<file path="src/rtl/vga_pkg.sv">
// Shared definitions for the VGA display controller.
//   - default 640x480@60 timing (25 MHz pixel clock from 50 MHz)
//   - 3-bit colour codes, where the code is the {R,G,B} value itself
//   - sync/visible flag bundle that travels down the alignment pipeline
//   - helpers: line/frame totals and the colour-request priority encoder
package vga_pkg;

  localparam int DEF_CLK_DIV      = 2;
  localparam int DEF_H_DISPLAY    = 640;
  localparam int DEF_H_FP         = 16;
  localparam int DEF_H_SYNC       = 96;
  localparam int DEF_H_BP         = 48;
  localparam int DEF_V_DISPLAY    = 480;
  localparam int DEF_V_FP         = 10;
  localparam int DEF_V_SYNC       = 2;
  localparam int DEF_V_BP         = 33;
  localparam int DEF_GLYPH_LAT    = 1;
  localparam int DEF_BLINK_FRAMES = 30;

  // Coordinate counters are 10 bits wide, so a line or frame may not exceed 1024.
  localparam int CNT_W     = 10;
  localparam int MAX_TOTAL = 1024;

  localparam logic [2:0] BLACK   = 3'd0;
  localparam logic [2:0] BLUE    = 3'd1;
  localparam logic [2:0] GREEN   = 3'd2;
  localparam logic [2:0] CYAN    = 3'd3;
  localparam logic [2:0] RED     = 3'd4;
  localparam logic [2:0] MAGENTA = 3'd5;
  localparam logic [2:0] YELLOW  = 3'd6;
  localparam logic [2:0] WHITE   = 3'd7;

  typedef struct packed {
    logic vis;
    logic hs_n;
    logic vs_n;
  } sync_flags_t;

  // Flag value outside any frame: not visible, both syncs inactive (high).
  localparam sync_flags_t FLAGS_IDLE = '{vis: 1'b0, hs_n: 1'b1, vs_n: 1'b1};

  function automatic int h_total(input int disp, input int fp, input int sw, input int bp);
    return disp + fp + sw + bp;
  endfunction

  function automatic int v_total(input int disp, input int fp, input int sw, input int bp);
    return disp + fp + sw + bp;
  endfunction

  // Lowest set bit of the one-hot request wins when several buttons are pressed.
  function automatic logic [2:0] first_colour(input logic [7:0] sel);
    logic [2:0] code;
    code = WHITE;
    casez (sel)
      8'b???????1: code = BLACK;
      8'b??????10: code = BLUE;
      8'b?????100: code = GREEN;
      8'b????1000: code = CYAN;
      8'b???10000: code = RED;
      8'b??100000: code = MAGENTA;
      8'b?1000000: code = YELLOW;
      8'b10000000: code = WHITE;
      default:     code = WHITE;
    endcase
    return code;
  endfunction

endpackage

</file>
<file path="src/rtl/vga_timing.sv">
// Pixel-tick divider, horizontal/vertical position counters and the
// stage-0 visible/sync flags derived combinationally from the counters.
// Ports:
//   i_clk, i_reset     system clock, synchronous active-high reset
//   o_p_tick           one-clk pulse per pixel (clk where divider is at CLK_DIV-1)
//   o_pixel_x/y        registered column/line of the pixel being presented
//   o_frame_start      o_p_tick qualified with position (0,0)
//   o_vis_p0           position inside the visible area
//   o_hs_n_p0/vs_n_p0  active-low sync flags for the current position
module vga_timing
  import vga_pkg::*;
#(
  parameter int CLK_DIV   = DEF_CLK_DIV,
  parameter int H_DISPLAY = DEF_H_DISPLAY,
  parameter int H_FP      = DEF_H_FP,
  parameter int H_SYNC    = DEF_H_SYNC,
  parameter int H_BP      = DEF_H_BP,
  parameter int V_DISPLAY = DEF_V_DISPLAY,
  parameter int V_FP      = DEF_V_FP,
  parameter int V_SYNC    = DEF_V_SYNC,
  parameter int V_BP      = DEF_V_BP
) (
  input  logic             i_clk,
  input  logic             i_reset,
  output logic             o_p_tick,
  output logic [CNT_W-1:0] o_pixel_x,
  output logic [CNT_W-1:0] o_pixel_y,
  output logic             o_frame_start,
  output logic             o_vis_p0,
  output logic             o_hs_n_p0,
  output logic             o_vs_n_p0
);

  localparam int H_TOTAL = h_total(H_DISPLAY, H_FP, H_SYNC, H_BP);
  localparam int V_TOTAL = v_total(V_DISPLAY, V_FP, V_SYNC, V_BP);
  localparam int DIV_W   = (CLK_DIV > 1) ? $clog2(CLK_DIV) : 1;

  localparam logic [DIV_W-1:0] DIV_LAST = DIV_W'(CLK_DIV - 1);
  localparam logic [CNT_W-1:0] H_LAST   = CNT_W'(H_TOTAL - 1);
  localparam logic [CNT_W-1:0] V_LAST   = CNT_W'(V_TOTAL - 1);

  // One extra bit so boundaries equal to 1024 still compare correctly.
  localparam logic [CNT_W:0] H_VIS_END = (CNT_W+1)'(H_DISPLAY);
  localparam logic [CNT_W:0] H_SYN_BEG = (CNT_W+1)'(H_DISPLAY + H_FP);
  localparam logic [CNT_W:0] H_SYN_END = (CNT_W+1)'(H_DISPLAY + H_FP + H_SYNC);
  localparam logic [CNT_W:0] V_VIS_END = (CNT_W+1)'(V_DISPLAY);
  localparam logic [CNT_W:0] V_SYN_BEG = (CNT_W+1)'(V_DISPLAY + V_FP);
  localparam logic [CNT_W:0] V_SYN_END = (CNT_W+1)'(V_DISPLAY + V_FP + V_SYNC);

  if (H_TOTAL > MAX_TOTAL || V_TOTAL > MAX_TOTAL) begin : g_bad_total
    $error("vga_timing: H_TOTAL or V_TOTAL exceeds the 10-bit counter range");
  end
  if (CLK_DIV < 1) begin : g_bad_div
    $error("vga_timing: CLK_DIV must be at least 1");
  end

  logic [DIV_W-1:0] r_div;
  logic [DIV_W-1:0] w_div_nxt;
  logic             r_tick;
  logic [CNT_W-1:0] r_h;
  logic [CNT_W-1:0] r_v;
  logic [CNT_W:0]   w_h_ext;
  logic [CNT_W:0]   w_v_ext;

  always_comb begin
    w_div_nxt = (r_div == DIV_LAST) ? '0 : r_div + DIV_W'(1);
  end

  // The tick is registered from the next divider value, so it is high exactly
  // while the divider sits at CLK_DIV-1 and is low throughout reset.
  always_ff @(posedge i_clk) begin
    if (i_reset) begin
      r_div  <= '0;
      r_tick <= 1'b0;
    end else begin
      r_div  <= w_div_nxt;
      r_tick <= (w_div_nxt == DIV_LAST);
    end
  end

  always_ff @(posedge i_clk) begin
    if (i_reset) begin
      r_h <= '0;
      r_v <= '0;
    end else if (r_tick) begin
      if (r_h == H_LAST) begin
        r_h <= '0;
        r_v <= (r_v == V_LAST) ? '0 : r_v + CNT_W'(1);
      end else begin
        r_h <= r_h + CNT_W'(1);
      end
    end
  end

  // Stage 0: flags for the position currently on o_pixel_x/o_pixel_y.
  always_comb begin
    w_h_ext       = {1'b0, r_h};
    w_v_ext       = {1'b0, r_v};
    o_vis_p0      = (w_h_ext < H_VIS_END) && (w_v_ext < V_VIS_END);
    o_hs_n_p0     = !((w_h_ext >= H_SYN_BEG) && (w_h_ext < H_SYN_END));
    o_vs_n_p0     = !((w_v_ext >= V_SYN_BEG) && (w_v_ext < V_SYN_END));
    o_frame_start = r_tick && (r_h == '0) && (r_v == '0);
  end

  assign o_p_tick  = r_tick;
  assign o_pixel_x = r_h;
  assign o_pixel_y = r_v;

endmodule

</file>
<file path="src/rtl/vga_display_ctrl.sv">
// VGA display controller top level.
// Generates pixel coordinates for an external glyph generator, receives one
// glyph bit per pixel GLYPH_LAT p_ticks later, and produces sync/colour
// outputs aligned with that glyph bit.
// Ports:
//   clk, reset          system clock, synchronous active-high reset
//   color_sel[7:0]      one-hot colour request, bit i selects colour code i
//   blink_en            1 = text blinks every BLINK_FRAMES frames
//   glyph_bit           glyph pixel from the generator
//   p_tick              one-clk pulse per pixel
//   pixel_x/pixel_y     coordinates presented to the glyph generator
//   frame_start         p_tick at position (0,0)
//   hsync/vsync         active-low syncs, aligned with text_rgb
//   video_on, text_on   visible-area and lit-text flags, aligned with text_rgb
//   text_rgb[2:0]       {R,G,B}
module vga_display_ctrl
  import vga_pkg::*;
#(
  parameter int CLK_DIV      = DEF_CLK_DIV,
  parameter int H_DISPLAY    = DEF_H_DISPLAY,
  parameter int H_FP         = DEF_H_FP,
  parameter int H_SYNC       = DEF_H_SYNC,
  parameter int H_BP         = DEF_H_BP,
  parameter int V_DISPLAY    = DEF_V_DISPLAY,
  parameter int V_FP         = DEF_V_FP,
  parameter int V_SYNC       = DEF_V_SYNC,
  parameter int V_BP         = DEF_V_BP,
  parameter int GLYPH_LAT    = DEF_GLYPH_LAT,
  parameter int BLINK_FRAMES = DEF_BLINK_FRAMES
) (
  input  logic       clk,
  input  logic       reset,
  input  logic [7:0] color_sel,
  input  logic       blink_en,
  input  logic       glyph_bit,
  output logic       p_tick,
  output logic [9:0] pixel_x,
  output logic [9:0] pixel_y,
  output logic       frame_start,
  output logic       hsync,
  output logic       vsync,
  output logic       video_on,
  output logic       text_on,
  output logic [2:0] text_rgb
);

  localparam int BC_W = (BLINK_FRAMES > 1) ? $clog2(BLINK_FRAMES) : 1;
  localparam logic [BC_W-1:0] BC_LAST = BC_W'(BLINK_FRAMES - 1);

  if (GLYPH_LAT < 0 || GLYPH_LAT > 4) begin : g_bad_lat
    $error("vga_display_ctrl: GLYPH_LAT must be in 0..4");
  end
  if (BLINK_FRAMES < 1) begin : g_bad_blink
    $error("vga_display_ctrl: BLINK_FRAMES must be at least 1");
  end

  logic        w_p_tick;
  logic        w_frame_start;
  logic [9:0]  w_pixel_x;
  logic [9:0]  w_pixel_y;
  logic        w_vis_p0;
  logic        w_hs_n_p0;
  logic        w_vs_n_p0;
  sync_flags_t w_flags_p0;
  sync_flags_t w_flags_p1;
  logic        w_text_on_p1;

  logic [2:0]      r_pending;
  logic [2:0]      r_active;
  logic [BC_W-1:0] r_bcnt;
  logic            r_blink_vis;

  logic       r_hsync_p2;
  logic       r_vsync_p2;
  logic       r_video_on_p2;
  logic       r_text_on_p2;
  logic [2:0] r_text_rgb_p2;

  vga_timing #(
    .CLK_DIV   (CLK_DIV),
    .H_DISPLAY (H_DISPLAY),
    .H_FP      (H_FP),
    .H_SYNC    (H_SYNC),
    .H_BP      (H_BP),
    .V_DISPLAY (V_DISPLAY),
    .V_FP      (V_FP),
    .V_SYNC    (V_SYNC),
    .V_BP      (V_BP)
  ) u_timing (
    .i_clk         (clk),
    .i_reset       (reset),
    .o_p_tick      (w_p_tick),
    .o_pixel_x     (w_pixel_x),
    .o_pixel_y     (w_pixel_y),
    .o_frame_start (w_frame_start),
    .o_vis_p0      (w_vis_p0),
    .o_hs_n_p0     (w_hs_n_p0),
    .o_vs_n_p0     (w_vs_n_p0)
  );

  // Requests are captured on any clk; the displayed colour only changes at
  // the frame boundary so a frame is never drawn in two colours.
  always_ff @(posedge clk) begin
    if (reset) begin
      r_pending <= WHITE;
      r_active  <= WHITE;
    end else begin
      if (w_frame_start) begin
        r_active <= r_pending;
      end
      if (color_sel != 8'h00) begin
        r_pending <= first_colour(color_sel);
      end
    end
  end

  always_ff @(posedge clk) begin
    if (reset || !blink_en) begin
      r_bcnt      <= '0;
      r_blink_vis <= 1'b1;
    end else if (w_frame_start) begin
      if (r_bcnt == BC_LAST) begin
        r_bcnt      <= '0;
        r_blink_vis <= !r_blink_vis;
      end else begin
        r_bcnt <= r_bcnt + BC_W'(1);
      end
    end
  end

  // Stage 0 -> stage 1: delay the flags by GLYPH_LAT pixels to meet the glyph bit.
  assign w_flags_p0 = '{vis: w_vis_p0, hs_n: w_hs_n_p0, vs_n: w_vs_n_p0};

  if (GLYPH_LAT == 0) begin : g_no_dly
    assign w_flags_p1 = w_flags_p0;
  end else begin : g_dly
    sync_flags_t r_dly_p1 [GLYPH_LAT];

    always_ff @(posedge clk) begin
      if (reset) begin
        for (int i = 0; i < GLYPH_LAT; i++) begin
          r_dly_p1[i] <= FLAGS_IDLE;
        end
      end else if (w_p_tick) begin
        r_dly_p1[0] <= w_flags_p0;
        for (int i = 1; i < GLYPH_LAT; i++) begin
          r_dly_p1[i] <= r_dly_p1[i-1];
        end
      end
    end

    assign w_flags_p1 = r_dly_p1[GLYPH_LAT-1];
  end

  assign w_text_on_p1 = glyph_bit && w_flags_p1.vis && r_blink_vis;

  // Stage 1 -> stage 2: output register; blanking always yields black.
  always_ff @(posedge clk) begin
    if (reset) begin
      r_hsync_p2    <= 1'b1;
      r_vsync_p2    <= 1'b1;
      r_video_on_p2 <= 1'b0;
      r_text_on_p2  <= 1'b0;
      r_text_rgb_p2 <= BLACK;
    end else if (w_p_tick) begin
      r_hsync_p2    <= w_flags_p1.hs_n;
      r_vsync_p2    <= w_flags_p1.vs_n;
      r_video_on_p2 <= w_flags_p1.vis;
      r_text_on_p2  <= w_text_on_p1;
      r_text_rgb_p2 <= w_text_on_p1 ? r_active : BLACK;
    end
  end

  assign p_tick      = w_p_tick;
  assign pixel_x     = w_pixel_x;
  assign pixel_y     = w_pixel_y;
  assign frame_start = w_frame_start;
  assign hsync       = r_hsync_p2;
  assign vsync       = r_vsync_p2;
  assign video_on    = r_video_on_p2;
  assign text_on     = r_text_on_p2;
  assign text_rgb    = r_text_rgb_p2;

endmodule
</file>
<file path="config.mk">
export PLATFORM = sky130hd
export DESIGN_NAME = vga_display_ctrl
export DESIGN_NICKNAME = d
export VERILOG_FILES = /design/src/rtl/vga_pkg.sv /design/src/rtl/vga_timing.sv /design/src/rtl/vga_display_ctrl.sv
export SDC_FILE = /design/constraint.sdc
export NUM_CORES = 1
export LEC_CHECK = 0
export BUFFER_PORTS_ARGS = -buffer_cell sky130_fd_sc_hd__buf_2
export CAP_MARGIN = 25
export CORE_MARGIN = 1
export CORE_UTILIZATION = 40
export CTS_CLUSTER_DIAMETER = 60
export DETAILED_ROUTE_END_ITERATION = 6
export PLACE_DENSITY = 0.67
export SYNTH_ARGS = -nofsm -noshare
export SYNTH_HDL_FRONTEND = slang
export SYNTH_HIERARCHICAL = 1
export SYNTH_SLANG_ARGS = --single-unit
export TNS_END_PERCENT = 10
</file>
<file path="constraint.sdc">
create_clock -name clk -period 2.7 [get_ports clk]
set_input_delay 0.27 -clock clk [delete_from_list [all_inputs] [get_ports clk]]
set_output_delay 0.27 -clock clk [all_outputs]
set_load 0.05 [all_outputs]
</file>
==> results of run 1 <==
-- layout make-up --
cell class,instances,share of cell area
clock buffer,5,0.0289
inverter,10,0.0158
sequential,43,0.375
multi-input combinational,163,0.448
timing repair buffer,42,0.0905
tap,67,0.0353
clock inverter,3,0.00632
-- stage by stage --
stage / util / instances / instance area (µm²) / setup slack [ns]
2_1_floorplan: - / 225 / 2040 / 0.0181
6_report: 0.497 / 333 / 2380 / 0.289
3_5_place_dp: 0.479 / 325 / 2290 / 0.525
4_1_cts: 0.497 / 333 / 2380 / 0.278
3_3_place_gp: 0.479 / 325 / 2290 / 0.559
5_1_grt: 0.497 / 333 / 2380 / 0.175
-- logic make-up after synthesis --
logic type | Yosys count | share of synthesized area
adders and majority gates | 6 | 0.0370
DFF | 43 | 0.439
muxes | 2 | 0.00987
xor gates and xnor gates | 16 | 0.0691
buffers and inverters | 19 | 0.0407
and+or+nand+nor | 107 | 0.284
AOI/OAI and AO/OA | 32 | 0.120
-- synthesized netlist by cell type, drive strengths merged --
cell | number | area [µm²]
a21o | 1 | 7.51
a22o | 3 | 26.3
or3 | 4 | 25.0
a31o | 1 | 8.76
o311ai | 1 | 8.76
nor3 | 10 | 50.1
nor4b | 1 | 8.76
nand2b | 4 | 25.0
nand3 | 11 | 60.1
and4 | 2 | 17.5
a21oi | 5 | 25.0
a211o | 5 | 43.8
clkbuf | 2 | 7.51
o31ai | 2 | 15.0
a32oi | 1 | 8.76
o211ai | 1 | 7.51
edfxtp | 3 | 90.1
dfxtp | 40 | 801
o221ai | 1 | 8.76
mux2i | 2 | 20.0
buf | 7 | 37.5
a41oi | 1 | 8.76
or4b | 1 | 10.0
and2 | 1 | 6.26
o21ai | 6 | 33.8
nor4 | 4 | 37.5
o41ai | 1 | 16.3
nor2 | 32 | 120
xnor2 | 8 | 70.1
or4 | 1 | 7.51
a211oi | 1 | 7.51
inv | 10 | 37.5
nand2 | 10 | 37.5
nand4b | 2 | 17.5
o21a | 1 | 7.51
o211a | 1 | 10.0
nor2b | 10 | 62.6
and2b | 1 | 8.76
xor2 | 8 | 70.1
nand4 | 10 | 62.6
ha | 6 | 75.1
and3 | 3 | 18.8
-- worst min path at each step --
stage | start | endpoint | slack, ns | cells after the start
after CTS | color_sel[3] | r_pending[1] | 0.26 | 3
final | color_sel[3] | r_pending[1] | 0.27 | 3
after detailed placement | text_on | text_on | 0.44 | 1
after floorplan | reset | u_timing/o_p_tick | 0.34 | 1
after global placement | text_on | text_on | 0.43 | 1
after global routing | color_sel[5] | r_pending[1] | 0.28 | 3
-- flip-flops by register name, indices dropped and copies added, names as in the netlist --
| signal | cells |
|---|---|
| u_timing/o_pixel_x | 10 |
| g_dly.r_dly_p1 | 3 |
| text_on | 1 |
| r_active | 3 |
| hsync | 1 |
| u_timing/o_p_tick | 1 |
| r_bcnt | 5 |
| text_rgb | 3 |
| vsync | 1 |
| r_pending | 3 |
| video_on | 1 |
| u_timing/o_pixel_y | 10 |
| r_blink_vis | 1 |
-- power groups by stage --
stage,clock network (W),logic (W),registers (W)
after floorplan,0,0.0000734,0.000714
after global placement,0,0.000136,0.000688
after detailed placement,0,0.000136,0.000688
after CTS,0.000424,0.000137,0.000673
after global routing,0.000451,0.000149,0.000676
final,0.000403,0.000136,0.000673
-- critical path, delay by kind of cell, from the launching register on --
kind | cells | cell delay (ns)
buf+inv | 1 | 0.34
flops | 1 | 0.37
simple gates | 2 | 1.12
-- routing by layer --
layer  global-route usage  part of all wire
met2                0.289              0.45
met4               0.0806             0.017
met1                0.216              0.48
met5                    0                 0
met3               0.0539             0.058
==> reports/results.txt, run 1 <==
status - finished, final reports clean
Clock Power Share - 0.332
switch share - 0.270
crit path from - u_timing/o_pixel_x[5]
Hold Path Class - in -> reg
Sequential Area - 891 µm²
clock buffer depth - 2
Vias - 1744
Hold Vio Cnt, Final - 0
crit path launch type - register
crit-path cells - or4b_1 > nor3_4 > buf_2
largest net degree at the start of global routing - 22
Multi-input gate area - 1070 µm²
TritonCTS clock tree - built
# Max-Cap Violations - 0
Layout Nets - 283
crit path to - frame_start
minimum clock period - 2.41 ns
routed wire length - 4320 µm
top-level I/O count - 41
sequential group share of total power - 0.555
layout cells sized above 1 - 0.218
First-pass DRT Iterations - 4
Seq/Total Area, Yosys - 0.439
Fillers - 496
R2R depth - 4
Residual DRC - 0
Layout area overhead - 17.2%
core area - 4790 µm²
Cell variety after synth - 47
Worst-path clk slew - 0.08 ns
CTS Buf Count - 5
synthesized flop and latch total - 43
Psw - 0.000327 W
initial antenna violation count - 0
fin. max-slew vios - 0
Comb pwr share - 0.112
Net Count, Synth - 243
Critical Path RT - 2.43 ns
vias in the first global route - 1598
syn_area_per_cell - 9.01 µm²
WL/cell - 13.0 µm
CTS Root Cell - clkbuf_8
post-DP HPWL - 3060 µm
# setup viols final - 0
cell area after synthesis - 2030 µm²
Clock Latency Late Sink - 0.30 ns
slew margin rel. - 0.626
fmax - 0.415 GHz
Crit-path slowest cell - or4b_1
Die Width - 73.2 µm
first-pass GRT wire length - 7250 µm
row cnt - 25
Total GRT Usage - 0.178
Mapped Cells - 225
ANT cells - 0
postcts setup bufs - 0
CTS Sinks - 43
die height - 73.2 µm
r2r setup slk - 0.50 ns
Crit path largest cell delay - 0.69 ns
Final ANT Viol Nets - 0
Worst Tran Pin Value - 0.557 ns
Initial Util - 0.424
CTS resizes - 0
Pwr Total - 0.00121 W
# port buffers - 40
maximum VDD drop - 0.221 mV
R2R Path End - u_timing/o_pixel_y[0]
DR iter-0 viols - 80
Power Internal - 0.000885 W
gr ovfl total - 0
RSZ-0062 raised after global routing - false
Ys Warns - 6
die area - 5360 µm²
CTS H-tree lvls - 2
CP Class - reg -> out
Worst EP arrival - 2.14 ns
Reg2Reg Launch Point - u_timing/o_pixel_x[5]
Routability Congestion - 0.812
Clock Skew - 0.00448 ns
pwr dens - 510 nW/µm²
WHS - 0.271 ns
Critical Path End Type - output port
Final Cycle Share - 0.893
CP max FO - 9
most frequent cells in the layout - 40 x dfxtp_1, 40 x buf_2, 32 x nor2_1
setup TNS - 0 ns
Pleak - 0.941 nW
DR vias/cell - 5.24
cts hold-fix bufs - 0
(Power assumes the default switching activity.)
==> run 2: changes to the inputs <==
--- a/config.mk
+++ b/config.mk
@@ -12,6 +12,7 @@
 export CTS_CLUSTER_DIAMETER = 60
 export DETAILED_ROUTE_END_ITERATION = 6
 export PLACE_DENSITY = 0.67
+export SETUP_SLACK_MARGIN = 0.4
 export SYNTH_ARGS = -nofsm -noshare
 export SYNTH_HDL_FRONTEND = slang
 export SYNTH_HIERARCHICAL = 1
==> run 2 against run 1 <==
Net effect:
- power down 0.23%
- clock power down 1%
- global-route usage about the same
==> reports/results.txt, run 2 (synthesized netlist as in run 1, its figures left out) <==
largest net degree at the start of global routing - 22
CTS Buf Count - 5
Residual DRC - 0
Hold Path Origin - color_sel[4]
Power Internal - 0.000888 W
minimum clock period - 2.20 ns
switch share - 0.265
CTS Root Cell - clkbuf_8
initial antenna violation count - 0
slew margin rel. - 0.675
placed cell area - 2290 µm²
Final Non-Filler Cells - 333
Worst EP arrival - 1.93 ns
Pleak - 0.937 nW
post-DP HPWL - 3130 µm
commonest non-fill, non-tap cell in the layout - buf_2
row cnt - 25
Final ANT Viol Nets - 0
fmax - 0.455 GHz
die height - 73.2 µm
Routability Congestion - 0.887
Hold EP - r_pending[1]
Clock Power Share - 0.329
WL/cell - 13.1 µm
design area - 2390 µm²
vias in the first global route - 1549
Reg2Reg Launch Point - u_timing/o_p_tick
top-level I/O count - 41
Clock Latency Late Sink - 0.29 ns
pwr dens - 506 nW/µm²
Critical Path RT - 2.43 ns
Crit-path slowest cell - or4b_1
crit path launch type - register
R2R depth - 4
Comb pwr share - 0.110
routed wire length - 4370 µm
ANT cells - 0
CP max FO - 17
core area - 4790 µm²
most frequent cells in the layout - 40 x buf_2, 36 x dfxtp_1, 32 x nor2_1
Layout Nets - 283
Critical Path End Type - output port
Die Width - 73.2 µm
dpl cells - 324
CP Class - reg -> out
DR iter-0 viols - 109
# port buffers - 40
fin. max-slew vios - 0
DR vias/cell - 5.25
R2R Path End - u_timing/o_pixel_y[2]
TritonCTS clock tree - built
sequential group share of total power - 0.561
r2r setup slk - 0.57 ns
maximum VDD drop - 0.240 mV
Psw - 0.000321 W
Vias - 1747
Worst-path clk slew - 0.08 ns
Crit path largest cell delay - 0.61 ns
Worst Tran Pin Value - 0.484 ns
CTS H-tree lvls - 2
Total GRT Usage - 0.178
RSZ-0062 raised after global routing - false
layout cells sized above 1 - 0.233
Initial Util - 0.424
setup TNS - 0 ns
Hold Vio Cnt, Final - 0
first-pass GRT wire length - 7360 µm
# Max-Cap Violations - 0
Clock Skew - 0.00513 ns
Final Cycle Share - 0.814
# setup viols final - 0
Hold Path Class - in -> reg
status - finished, final reports clean
gr ovfl total - 0
Layout area overhead - 17.8%
fin util - 0.499
die area - 5360 µm²
Hold Crit Depth - 3
clock buffer depth - 2
crit-path cells - or4b_1 > nor3_4 > buf_2
First-pass DRT Iterations - 4
CTS Sinks - 43
run 2: changes by cell type in the layout (fill, tap and decap cells not counted):
cell        previous run  this run
dfxtp_1               40        36
dfxtp_2                0         3
clkinv_2               3         1
clkbuf_1               0         1
clkinvlp_4             0         1
dfxtp_4                0         1
nand2_1               10         9
nand2_2                0         1
run 2: area by class of cell:
type / count / area [µm²]
fillers: 464 / 2400
multi-input cells: 163 / 1070
flip-flops and latches: 43 / 898
repair buffers: 42 / 215
well taps: 67 / 83.8
clock buffers: 6 / 72.6
inverters: 10 / 37.5
clock inverters: 2 / 12.5
run 2: how the worst max path moves through the flow:
stage,startpoint,depth (start not counted),slack (ns),endpoint
CTS,u_timing/o_p_tick,3,0.47,frame_start
detailed placement,u_timing/o_p_tick,4,0.54,u_timing/o_pixel_y[0]
floorplan,u_timing/o_p_tick,7,0.34,r_blink_vis
global placement,u_timing/o_p_tick,5,0.57,r_blink_vis
global route,u_timing/o_p_tick,3,0.42,frame_start
finish,u_timing/o_p_tick,3,0.50,frame_start
run 2: repair_timing:
action                     in CTS  in global routing
setup endpoints to repair       1                  1
pin swaps                       1                  0
hold buffers                    0                  0
buffers inserted                1                  0
resized for setup               0                  1
run 2: metal layers:
metal | share of wire | GRT usage | vias to the layer above | routed length, µm
met5 | 0 | 0 | - | 0
met4 | 0.0069 | 0.0610 | 0 | 30
met3 | 0.051 | 0.0345 | 3 | 221
met2 | 0.46 | 0.274 | 55 | 2010
met1 | 0.48 | 0.250 | 810 | 2110
li1 | - | - | 879 | -
run 2: power by group through the flow:
stage | combinational, W | clock (W) | sequential (W)
floorplan | 0.0000758 | 0 | 0.000714
global placement | 0.000129 | 0 | 0.000693
detailed placement | 0.000130 | 0 | 0.000693
CTS | 0.000133 | 0.000409 | 0.000678
global route | 0.000146 | 0.000429 | 0.000682
finish | 0.000133 | 0.000398 | 0.000679
run 2: per-stage QoR:
step	hold WS (ns)	setup WS [ns]	total power [W]
final	0.272	0.502	0.00121
after floorplan	0.327	0.343	0.000790
after global placement	0.435	0.570	0.000821
after global routing	0.308	0.417	0.00126
after CTS	0.265	0.474	0.00122
after detailed placement	0.437	0.538	0.000823
run 2: critical path: cells and delay by family, from the launching register on:
family,cells,cell delay (ns)
AND/OR/NAND/NOR,2,0.89
flip-flops,1,0.45
buffers and inverters,1,0.30
==> run 3: changes to the inputs <==
--- a/config.mk
+++ b/config.mk
@@ -11,7 +11,7 @@
 export CORE_UTILIZATION = 40
 export CTS_CLUSTER_DIAMETER = 60
 export DETAILED_ROUTE_END_ITERATION = 6
-export PLACE_DENSITY = 0.67
+export PLACE_DENSITY = 0.7
 export SETUP_SLACK_MARGIN = 0.4
 export SYNTH_ARGS = -nofsm -noshare
 export SYNTH_HDL_FRONTEND = slang
==> constraint.sdc (replaced) <==
create_clock -name clk -period 1.87 [get_ports clk]
set_input_delay 0.187 -clock clk [delete_from_list [all_inputs] [get_ports clk]]
set_output_delay 0.187 -clock clk [all_outputs]
set_load 0.05 [all_outputs]
==> run 3 against run 2 <==
Net effect:
- the run now ends with negative setup slack left
- via count rose by 9.2%
- first-iteration DRC count increased by 25%
- flip-flop and latch count unchanged
- clock-buffer cell count shrank 1
- clock skew grew 0.0011 ns
- non-clock buffer count grew 29
- register-to-register slack got worse by 0.59 ns
- clock power rose by 48%
- cell count is 8.7% higher
- utilization increased by 10 points
- wire length increased by 16%
- worst hold slack worse by 0.083 ns
- critical endpoint is now u_timing/o_pixel_y[7]
- highest routed layer unchanged
==> reports/results.txt, run 3 (synthesized netlist as in run 1, its figures left out) <==
status - finished with violations
violated checks - negative setup slack
vias in the first global route - 1679
Routability Congestion - 0.857
# Max-Cap Violations - 0
Total GRT Usage - 0.191
Final WS setup - -0.0204 ns
CTS Sinks - 43
placed cell area - 2480 µm²
Multi-input gate area - 1270 µm²
slew margin rel. - 0.655
CTS Buf Count - 5
dpl cells - 347
most frequent cells in the layout - 39 x buf_2, 34 x dfxtp_1, 24 x nor2_1
routed wire length - 5060 µm
Die Width - 73.2 µm
worst slack, placed - -0.0924 ns
Final Non-Filler Cells - 362
largest net degree at the start of global routing - 22
Final ANT Viol Nets - 0
Worst-path clk slew - 0.08 ns
Worst Tran Pin Value - 0.511 ns
Hold Vio Cnt, Final - 0
Fillers - 401
Pleak - 1.17 nW
commonest non-fill, non-tap cell in the layout - buf_2
Layout area overhead - 41.5%
Residual DRC - 0
Pwr Total - 0.00181 W
# port buffers - 40
core area - 4790 µm²
Layout Nets - 312
ANT cells - 0
pwr dens - 632 nW/µm²
clock buffer depth - 2
CTS H-tree lvls - 2
Vias - 1907
CP max FO - 4
design area - 2870 µm²
layout cells sized above 1 - 0.417
fin. max-slew vios - 0
Initial Util - 0.424
first-pass GRT wire length - 7730 µm
TritonCTS clock tree - built
top-level I/O count - 41
minimum clock period - 1.89 ns
DR iter-0 viols - 136
CTS Root Cell - clkbuf_8
post-DP HPWL - 3360 µm
Worst EP arrival - 2.07 ns
First-pass DRT Iterations - 4
initial antenna violation count - 0
row cnt - 25
WL/cell - 14.0 µm
# setup viols final - 2
die area - 5360 µm²
DR vias/cell - 5.27
RSZ-0062 raised after global routing - true
Hold Path Class - in -> reg
crit path launch type - register
Critical Path End Type - register
Final Cycle Share - 1.01
Clock Skew - 0.00624 ns
die height - 73.2 µm
fmax - 0.529 GHz
gr ovfl total - 0
Sequential Area - 901 µm²
Critical Path RT - 2.05 ns
Clock Latency Late Sink - 0.30 ns
maximum VDD drop - 0.301 mV
CP Class - reg -> reg
setup TNS - -0.0306 ns
==> run 3: cell count changes in the layout (fill, tap and decap cells not counted), moves of 3 or more <==
cell	change
nor2_4	+6
nor3_1	-3
buf_4	+20
nor2_1	-8
buf_6	+8
nor3_2	+3
==> run 3: per-layer routing <==
layer  vias to the layer above  global-route usage  wire length, µm
met2                        59               0.295             2440
met4                         0               0.102              141
met3                        14              0.0525              224
li1                        937                   -                -
met1                       897               0.243             2250
met5                         -                   0                0
==> run 3: worst paths after layout <==
path | cells after the start | slack (ns) | end | from
hold reg to reg | 1 | 0.47 | hsync | g_dly.r_dly_p1[0][1]
hold / removal | 3 | 0.19 | r_pending[1] | color_sel[4]
setup / recovery | 6 | -0.02 | u_timing/o_pixel_y[7] | u_timing/o_pixel_x[7]
setup reg to reg | 6 | -0.02 | u_timing/o_pixel_y[7] | u_timing/o_pixel_x[7]
==> run 3: cell type report <==
class | instances | share of cell area
Multi-Input combinational cell | 163 | 0.444
Sequential cell | 43 | 0.314
Timing Repair Buffer | 71 | 0.169
Tap cell | 67 | 0.0292
Clock buffer | 5 | 0.0240
Inverter | 10 | 0.0131
Clock inverter | 3 | 0.00698
==> run 3: where the power goes <==
part	total [W]	internal, W	switching [W]
combinational	0.000257	0.000105	0.000152
sequential	0.000968	0.000953	0.0000150
clock	0.000588	0.000260	0.000328
total	0.00181	0.00132	0.000496
==> run 3: worst max-delay path: stages, from the launching register on <==
cell	delay, ns
dfxtp_2	0.32
or4b_4	0.57
buf_6	0.16
nor4_4	0.28
buf_4	0.19
mux2i_1	0.18
nor3_1	0.06
==> run 3: stage by stage <==
| stage | hold WS (ns) | utilization |
|---|---|---|
| 4_1_cts | 0.182 | 0.566 |
| 3_3_place_gp | 0.437 | 0.518 |
| 2_1_floorplan | 0.244 | - |
| 3_5_place_dp | 0.445 | 0.518 |
| 5_1_grt | 0.172 | 0.599 |
| 6_report | 0.189 | 0.599 |
==> run 3: what timing repair did <==
action / CTS / global route
endpoints found under the setup margin: 30 / 33
buffers inserted: 3 / 4
hold buffers: 0 / 0
pin swaps: 22 / 30
gates resized for setup: 27 / 32
